## config.mk

```make
export PLATFORM = sky130hd
export DESIGN_NAME = ntsc_sync_detect
export DESIGN_NICKNAME = d
export VERILOG_FILES = /design/src/rtl/ntsc_sync_detect.sv
export SDC_FILE = /design/constraint.sdc
export NUM_CORES = 1
export LEC_CHECK = 0
export ABC_AREA = 1
export BUFFER_PORTS_ARGS = -buffer_cell sky130_fd_sc_hd__buf_2
export CORE_ASPECT_RATIO = 0.7
export CORE_MARGIN = 1
export CORE_UTILIZATION = 26
export DETAILED_ROUTE_END_ITERATION = 8
export GPL_ROUTABILITY_DRIVEN = 1
export HOLD_SLACK_MARGIN = 0.1
export PLACE_DENSITY = 0.43
export SYNTH_ARGS = -nofsm -noshare
export SYNTH_HDL_FRONTEND = slang
export SYNTH_SLANG_ARGS = --single-unit
```

## constraint.sdc

```tcl
create_clock -name clk -period 2.6 [get_ports clk]
set_input_delay 0.52 -clock clk [delete_from_list [all_inputs] [get_ports clk]]
set_output_delay 0.52 -clock clk [all_outputs]
set_load 0.01 [all_outputs]
```

## src/rtl/ntsc_sync_detect.sv

```systemverilog
// ntsc_sync_detect: composite-video sync separator.
// Samples a 4-bit video ADC, glitch-filters the sync-tip level, classifies
// pulse widths as horizontal / equalizing / broad, and derives line count,
// vertical sync, field parity and a horizontal lock indication.
// Build option: define NTSC_SYNC_FIELD_EN to include the EQ-interval field
// measurement; otherwise `field` is tied to 0.
module ntsc_sync_detect #(
    parameter int                DATA_W      = 4,
    parameter logic [DATA_W-1:0] SYNC_THRESH = 4'd2,
    parameter int                GLITCH      = 8,
    parameter int                HSYNC_MIN   = 48,
    parameter int                HSYNC_MAX   = 120,
    parameter int                BROAD_MIN   = 300,
    parameter int                LINE_NOM    = 1016,
    parameter int                LINE_TOL    = 16,
    parameter int                LOCK_LINES  = 8
) (
    input  logic              clk,
    input  logic              NRST,
    input  logic [DATA_W-1:0] vadc,
    output logic              sync_level,
    output logic              hsync_pulse,
    output logic              vsync_pulse,
    output logic              field,
    output logic              locked,
    output logic [9:0]        line_count
);

    localparam int FLT_W  = $clog2(GLITCH);
    localparam int LCNT_W = $clog2(LOCK_LINES + 1);

    typedef enum logic [0:0] {SEARCH, LOCKED} lock_state_t;

    function automatic logic [9:0] sat_inc10(input logic [9:0] v);
        return (v == 10'h3FF) ? v : v + 10'd1;
    endfunction

    function automatic logic [11:0] sat_inc12(input logic [11:0] v);
        return (v == 12'hFFF) ? v : v + 12'd1;
    endfunction

    // Signed distance check of a measured interval against a nominal value.
    function automatic logic within_tol(input logic [11:0] v, input int nom);
        int signed d;
        d = int'(v) - nom;
        return (d <= LINE_TOL) && (d >= -LINE_TOL);
    endfunction

    logic [DATA_W-1:0] vadc_p0;
    logic [DATA_W-1:0] vadc_p1;
    logic              raw;
    logic [FLT_W-1:0]  flt_cnt;
    logic              sync_d;
    logic              rise;
    logic              fall;
    logic              idle_seen;
    logic              armed;
    logic [9:0]        width;
    logic [11:0]       interval;
    logic [11:0]       rise_interval;
    logic [1:0]        broad_run;
    logic              cls_en;
    logic              is_h;
    logic              is_eq;
    logic              is_broad;
    logic              cls_any;
    lock_state_t       state;
    logic [LCNT_W-1:0] lock_cnt;
    logic [11:0]       tmo;

    // Stage p0/p1: double-register the ADC sample (data path, no reset)
    always_ff @(posedge clk) begin
        vadc_p0 <= vadc;
        vadc_p1 <= vadc_p0;
    end

    assign raw = (vadc_p1 <= SYNC_THRESH);

    // Glitch filter: flip the level only after GLITCH consecutive disagreeing samples
    always_ff @(posedge clk) begin
        if (!NRST) begin
            sync_level <= 1'b0;
            flt_cnt    <= '0;
        end else if (raw != sync_level) begin
            if (flt_cnt == FLT_W'(GLITCH - 1)) begin
                sync_level <= raw;
                flt_cnt    <= '0;
            end else begin
                flt_cnt <= flt_cnt + FLT_W'(1);
            end
        end else begin
            flt_cnt <= '0;
        end
    end

    assign rise = sync_level & ~sync_d;
    assign fall = ~sync_level & sync_d;

    // Edge history and arming: a pulse already in progress at reset release
    // never saw a genuine low level first, so its rise does not arm.
    always_ff @(posedge clk) begin
        if (!NRST) begin
            sync_d    <= 1'b0;
            idle_seen <= 1'b0;
            armed     <= 1'b0;
        end else begin
            sync_d <= sync_level;
            if (!sync_level && !raw)
                idle_seen <= 1'b1;
            if (rise && idle_seen)
                armed <= 1'b1;
        end
    end

    // Pulse width (from rise) and interval since the last H leading edge
    always_ff @(posedge clk) begin
        if (!NRST) begin
            width         <= '0;
            interval      <= '0;
            rise_interval <= '0;
        end else begin
            if (rise)
                width <= 10'd1;
            else if (sync_level)
                width <= sat_inc10(width);
            // An H pulse rebases the interval to its own leading edge.
            if (is_h)
                interval <= {2'b00, width} + 12'd1;
            else
                interval <= sat_inc12(interval);
            if (rise)
                rise_interval <= interval;
        end
    end

    assign cls_en   = fall & armed;
    assign is_eq    = cls_en && (int'(width) < HSYNC_MIN);
    assign is_h     = cls_en && (int'(width) >= HSYNC_MIN) && (int'(width) <= HSYNC_MAX);
    assign is_broad = cls_en && (int'(width) >= BROAD_MIN);
    assign cls_any  = is_h | is_eq | is_broad;

    // Classify stage: strobes, line counter and broad-pulse run
    always_ff @(posedge clk) begin
        if (!NRST) begin
            hsync_pulse <= 1'b0;
            vsync_pulse <= 1'b0;
            line_count  <= '0;
            broad_run   <= '0;
        end else begin
            hsync_pulse <= is_h;
            vsync_pulse <= is_broad && (broad_run == 2'd2);
            if (is_h) begin
                line_count <= sat_inc10(line_count);
                broad_run  <= '0;
            end else if (is_broad) begin
                if (broad_run != 2'd3)
                    broad_run <= broad_run + 2'd1;
                if (broad_run == 2'd2)
                    line_count <= '0;
            end
        end
    end

`ifdef NTSC_SYNC_FIELD_EN
    logic eq_seen;
    logic field_pend;

    // Field measurement: H-to-first-EQ spacing of a full line means field 0,
    // half a line means field 1; the result is published at vsync.
    always_ff @(posedge clk) begin
        if (!NRST) begin
            eq_seen    <= 1'b0;
            field_pend <= 1'b0;
            field      <= 1'b0;
        end else begin
            if (is_h) begin
                eq_seen <= 1'b0;
            end else if (is_eq) begin
                eq_seen <= 1'b1;
                if (!eq_seen) begin
                    if (within_tol(rise_interval, LINE_NOM))
                        field_pend <= 1'b0;
                    else if (within_tol(rise_interval, LINE_NOM / 2))
                        field_pend <= 1'b1;
                end
            end
            if (is_broad && (broad_run == 2'd2))
                field <= field_pend;
        end
    end
`else
    assign field = 1'b0;
`endif

    // Lock FSM: count good H periods to lock; drop lock only on loss of pulses
    always_ff @(posedge clk) begin
        if (!NRST) begin
            state    <= SEARCH;
            locked   <= 1'b0;
            lock_cnt <= '0;
            tmo      <= '0;
        end else begin
            case (state)
                SEARCH: begin
                    tmo <= '0;
                    if (int'(lock_cnt) == LOCK_LINES) begin
                        state    <= LOCKED;
                        locked   <= 1'b1;
                        lock_cnt <= '0;
                    end else if (is_h) begin
                        if (within_tol(rise_interval, LINE_NOM))
                            lock_cnt <= lock_cnt + LCNT_W'(1);
                        else
                            lock_cnt <= '0;
                    end
                end
                LOCKED: begin
                    if (cls_any) begin
                        tmo <= '0;
                    end else if (int'(tmo) == 2 * LINE_NOM - 1) begin
                        state    <= SEARCH;
                        locked   <= 1'b0;
                        lock_cnt <= '0;
                        tmo      <= '0;
                    end else begin
                        tmo <= tmo + 12'd1;
                    end
                end
                default: begin
                    state  <= SEARCH;
                    locked <= 1'b0;
                end
            endcase
        end
    end

endmodule

```

### After elaboration in Yosys (flattened, before gate mapping)

Cells that the tools add are included.

| operators by class | value |
|---|---|
| bitwise logic cells | 11 |
| reductions and logical operators | 23 |
| order comparisons | 7 |
| add/sub/neg operators | 9 |
| muxes and demuxes | 26 |
| eq/ne operators | 16 |

Operators by type and width:

| cell | count |
|---|---|
| $mux 12 | 4 |
| $mux 10 | 4 |
| $add 12x1->12 const B | 2 |
| $eq 12x12->1 const B | 2 |
| $pmux 12 s2 | 1 |
| $add 10x1->10 const B | 2 |
| $eq 10x10->1 const B | 2 |
| $mux 4 | 5 |
| $ge 13x5->1 const B | 1 |
| $le 13x6->1 const B | 1 |
| $sub 12x10->13 const B | 1 |
| $ne 2x2->1 const B | 6 |
| $add 10x1->11 const B | 1 |
| $ge 10x6->1 const B | 1 |
| $ge 10x9->1 const B | 1 |
| $le 10x7->1 const B | 1 |
| $lt 10x6->1 const B | 1 |
| $mux 1 | 9 |
| $reduce_and 3->1 | 3 |
| $logic_and 1x1->1 | 8 |
| $pmux 4 s2 | 1 |
| $reduce_and 2->1 | 4 |
| $not 1->1 | 6 |
| $reduce_bool 2->1 | 3 |
| other kinds (16) | 22 |

| word-level totals | value |
|---|---|
| output and inout bits | 15 |
| logic and storage cells | 111 |
| bits of input ports | 6 |
| bits in registers | 81 |

### Longest topological paths before layout

| logic depth | value |
|---|---|
| depth in word-level cells | 9 |
| mapped depth | 12 |
| depth with buffers taken out | 12 |

### Least setup slack after synthesis

No wires, ideal clock.

| timing path | value |
|---|---|
| kind | register -> register |
| start | register interval[0] |
| end | register interval[0] |
| data required time | 2.482 ns |
| clock period less this slack | 1.536 ns |
| stages on the path, launching flop included | 11 |
| library setup time | 0.118 ns |
| arrival time | 1.418 ns |
| path buffers | 0 |
| setup slack | 1.064 ns |
| path through | dfxtp_1 > ha_1 > nand2_1 > nor2_2 > nand4_2 > nor2_2 > nand2_1 > inv_1 > nand2_1 > nor3_1 > nor2_1 |

| between the ends | value |
|---|---|
| word-level cells in the longest chain between the ends | 3 |
| elaborated cells on any way between the ends | 5 |
| those cells by class | add/sub (1); eq/ne (2); mux (2) |

Ends and longest elaborated chain:

| what | line | text |
|---|---|---|
| from (decl) | 59 | `logic [11:0] interval;` |
| from (signal assigned) | 128 | `interval <= {2'b00, width} + 12'd1;` |
| from (signal assigned) | 130 | `interval <= sat_inc12(interval);` |
| $add 12x1->12 | 39 | `return (v == 12'hFFF) ? v : v + 12'd1;` |
| $mux 12 | 39 |  |
| $mux 12 | 127 | `if (is_h)` |

Parallel ways exist; a longest one is shown, timed or not. The select of a mux whose other input is x is not followed.
A chain may end at the register's enable or synchronous reset.

### Worst setup path in the final report

| timing path | value |
|---|---|
| start | register line_count[0] |
| end | register line_count[7] |

| between the ends | value |
|---|---|
| word-level cells in the longest chain between the ends | 3 |
| elaborated cells on any way between the ends | 6 |
| those cells by class | add/sub (1); eq/ne (2); mux (2); reduce/logical (1) |

Ends and longest elaborated chain:

| what | line | text |
|---|---|---|
| from (decl) | 26 | `output logic [9:0] line_count` |
| from (signal assigned) | 153 | `line_count <= sat_inc10(line_count);` |
| $add 10x1->10 / $eq 10x10->1 (equally long branches) | 35 | `return (v == 10'h3FF) ? v : v + 10'd1;` |
| $mux 10 / $ne 2x2->1 (equally long branches) | - |  |
| $mux 10 / $reduce_and 3->1 (equally long branches) | - |  |

Parallel ways exist; a longest one is shown, timed or not. The select of a mux whose other input is x is not followed.

==> flow_summary.toml <==
[die]
rows = 37
start_util = 0.272
core-area_um2 = 15000
die_y_um = 107
ios = 21
die_w_um = 152
dieArea_um2 = 16200

[worst_setup_path]
critPathMaxFanout = 11
r2r-start = "line_count[0]"
worst_r2r_path_depth = 8
crit_type = "reg2reg"
rr_endpoint = "line_count[7]"
cp.required_ns = 2.83
cp.arrival_ns = 2.16
cp-end-kind = "flip-flop"
setup.worst_path.start_class = "flip-flop"
r2r_setup_slack_ns = 0.67

[clock_network]
post_cts_buffers = 0
clockBufferDepth = 2
clock_latency_ns = 0.35
clock-sinks = 81
htree_levels = 3
cts_tree = "yes"
clk_pin_slew_worst_paths_ns = 0.07
cts_resized = 0
holdBufCountCts = 0
numCtsBuffers = 9
cts-root-buf = "clkbuf_16"

[place]
place_hpwl_mm = 6.59
gp_congestion = 0.767
place.port_buffers = 19

[power_and_ir_drop]
powerDensity_nw_per_um2 = 558
p_sw_w = 0.000638
pwr-share-comb = 0.022
peakVddDrop_mv = 0.275
power_w = 0.00259
p_int_w = 0.00195
p_sw_frac = 0.246
p_clk_frac = 0.490
power.leakage_nw = 1.93
p_seq_frac = 0.488

[cells_and_area]
seq_area_um2 = 1620
multi_input_area_um2 = 2130
final_cell_mix = "nand2_1, dfxtp_1, nor2_1, inv_1, nand3_1"
layout.nets = 604
fin_util = 0.310
layout_commonest_cell = "nand2_1"
antenna_cells = 0
synthToLayoutAreaGrowth_pct = 13.9
fillers = 1649
drive_above_1_share = 0.127

[routing]
vias = 3461
wl_per_cell_um = 11.5
vias_per_cell = 4.41
ant_nets = 0
drtIter0Drc = 121
drc_errors = 0
routed_wirelength_mm = 8.99
drt_first_pass_iters = 4

[min_path]
min_path_type = "in2reg"
min_path_cells = 1
hp-start = "vadc[0]"
holdPathEnd = "vadc_p0[0]"

[timing]
max_freq_ghz = 0.517
slew_violations = 0
finalHoldViolCount = 0
worst_pin_slew_ns = 0.846
fin_crit_ns = 1.93
fin_setup_tns_ns = 0
relSlewSlack = 0.433
setup_violations = 0
skew_ns = 0.0114
finalCritPeriodShare = 0.744
grt_setup_unrepaired = "no"

[logic_synthesis]
syn_area_um2 = 4080
synthTopCellsByArea = "dfxtp_1, nand2_1, nor2_1, nand3_1, inv_1"
syn-num-nets = 586
synth.top_cell.area_share = 0.398
ys_types = 36
syn_avg_cell_area_um2 = 7.19
ys_seq_area_frac = 0.398
ys_ff_latch = 81
syn_inst = 567
yosys_warnings = 0
yosysTopAreaCell = "dfxtp_1"

[run_status]
status = "finished, final reports clean"

[grt]
grt_overflow = 0
grt_pass1_vias = 3315
grtUsageTotal = 0.126
grt_antenna_before_repair = 0
grt_pass1_wl_mm = 15.9
grt_max_degree = 25

[job]
drv_cap = 0
-- registers in the layout (all words and copies together), names as in the netlist, 2 cells and up --
signal,count
vadc_p0,4
rise_interval,12
width,10
vadc_p1,4
flt_cnt,3
broad_run,2
lock_cnt,4
interval,12
tmo,12
line_count,10
-- final cells by class --
cell class | instances | share of cell area
repair buffers | 23 | 0.0269
inverters | 63 | 0.0509
clock inverters | 7 | 0.0145
flip-flops and latches | 81 | 0.349
clock buffers | 9 | 0.0485
multi-input cells | 407 | 0.458
well taps | 195 | 0.0525
-- layer usage --
layer,vias to the layer above,track usage,wire length [um]
met4,0,0.0467,135
met2,37,0.182,3560
met5,-,0,0
met3,10,0.0319,241
li1,1861,-,-
met1,1553,0.178,5060
-- cell usage after synthesis (all sizes together) --
| cell type | count |
|---|---|
| clkbuf | 7 |
| dfxtp | 81 |
| nand3 | 50 |
| nand2 | 120 |
| nor2 | 84 |
| xor2 | 19 |
| conb | 1 |
| a21oi | 42 |
| buf | 9 |
| a311oi | 1 |
| nor3b | 1 |
| nand4 | 9 |
| nand3b | 1 |
| o21bai | 2 |
| xnor2 | 8 |
| ha | 13 |
| o211ai | 3 |
| inv | 63 |
| or2 | 5 |
| nor3 | 12 |
| o21ai | 36 |
-- power by group through the flow --
| stage | registers (W) | clock network (W) | logic [W] |
|---|---|---|---|
| 6_report | 0.00126 | 0.00127 | 0.0000575 |
| 5_1_grt | 0.00127 | 0.00137 | 0.0000667 |
| 4_1_cts | 0.00126 | 0.00132 | 0.0000587 |
| 3_5_place_dp | 0.00129 | 0 | 0.0000584 |
| 3_3_place_gp | 0.00129 | 0 | 0.0000585 |
| 2_1_floorplan | 0.00129 | 0 | 0.0000422 |
-- through the flow --
stage / hold slack, ns / area, um2 / cells / setup slack, ns
5_1_grt: 0.250 / 4650 / 785 / 0.436
4_1_cts: 0.251 / 4650 / 785 / 0.692
6_report: 0.266 / 4650 / 785 / 0.667
2_1_floorplan: 0.310 / 4080 / 567 / 1.06
3_5_place_dp: 0.312 / 4350 / 769 / 0.713
3_3_place_gp: 0.313 / 4350 / 769 / 0.756
-- kinds of logic (layout without fill, tap and decap cells) --
kind of cell               Yosys count  after routing  share of synthesized area
xor gates and xnor gates            27             27                     0.0580
and+or+nand+nor                    282            282                      0.311
DFF                                 81             81                      0.398
AOI/OAI and AO/OA                   84             84                      0.112
buffers and inverters               79            102                     0.0813
adders and majority gates           13             13                     0.0399
other                                1              1                   0.000919
-- worst max path at each step --
stage / start / to / slack (ns)
6_report: line_count[0] / line_count[7] / 0.67
2_1_floorplan: interval[0] / interval[0] / 1.06
3_3_place_gp: sync_level / interval[2] / 0.76
3_5_place_dp: tmo[0] / tmo[11] / 0.71
4_1_cts: sync_level / line_count[7] / 0.69
5_1_grt: tmo[0] / tmo[11] / 0.44
-- critical path, cell delays in order (launching register included) --
cell     delay (ns)
dfxtp_1        0.43
ha_1           0.20
nand2_1        0.05
inv_1          0.11
nand4_1        0.18
o21ai_2        0.41
nand2_1        0.23
nand2_1        0.15
a21oi_2        0.05
Power figures use the tool's default switching activity.
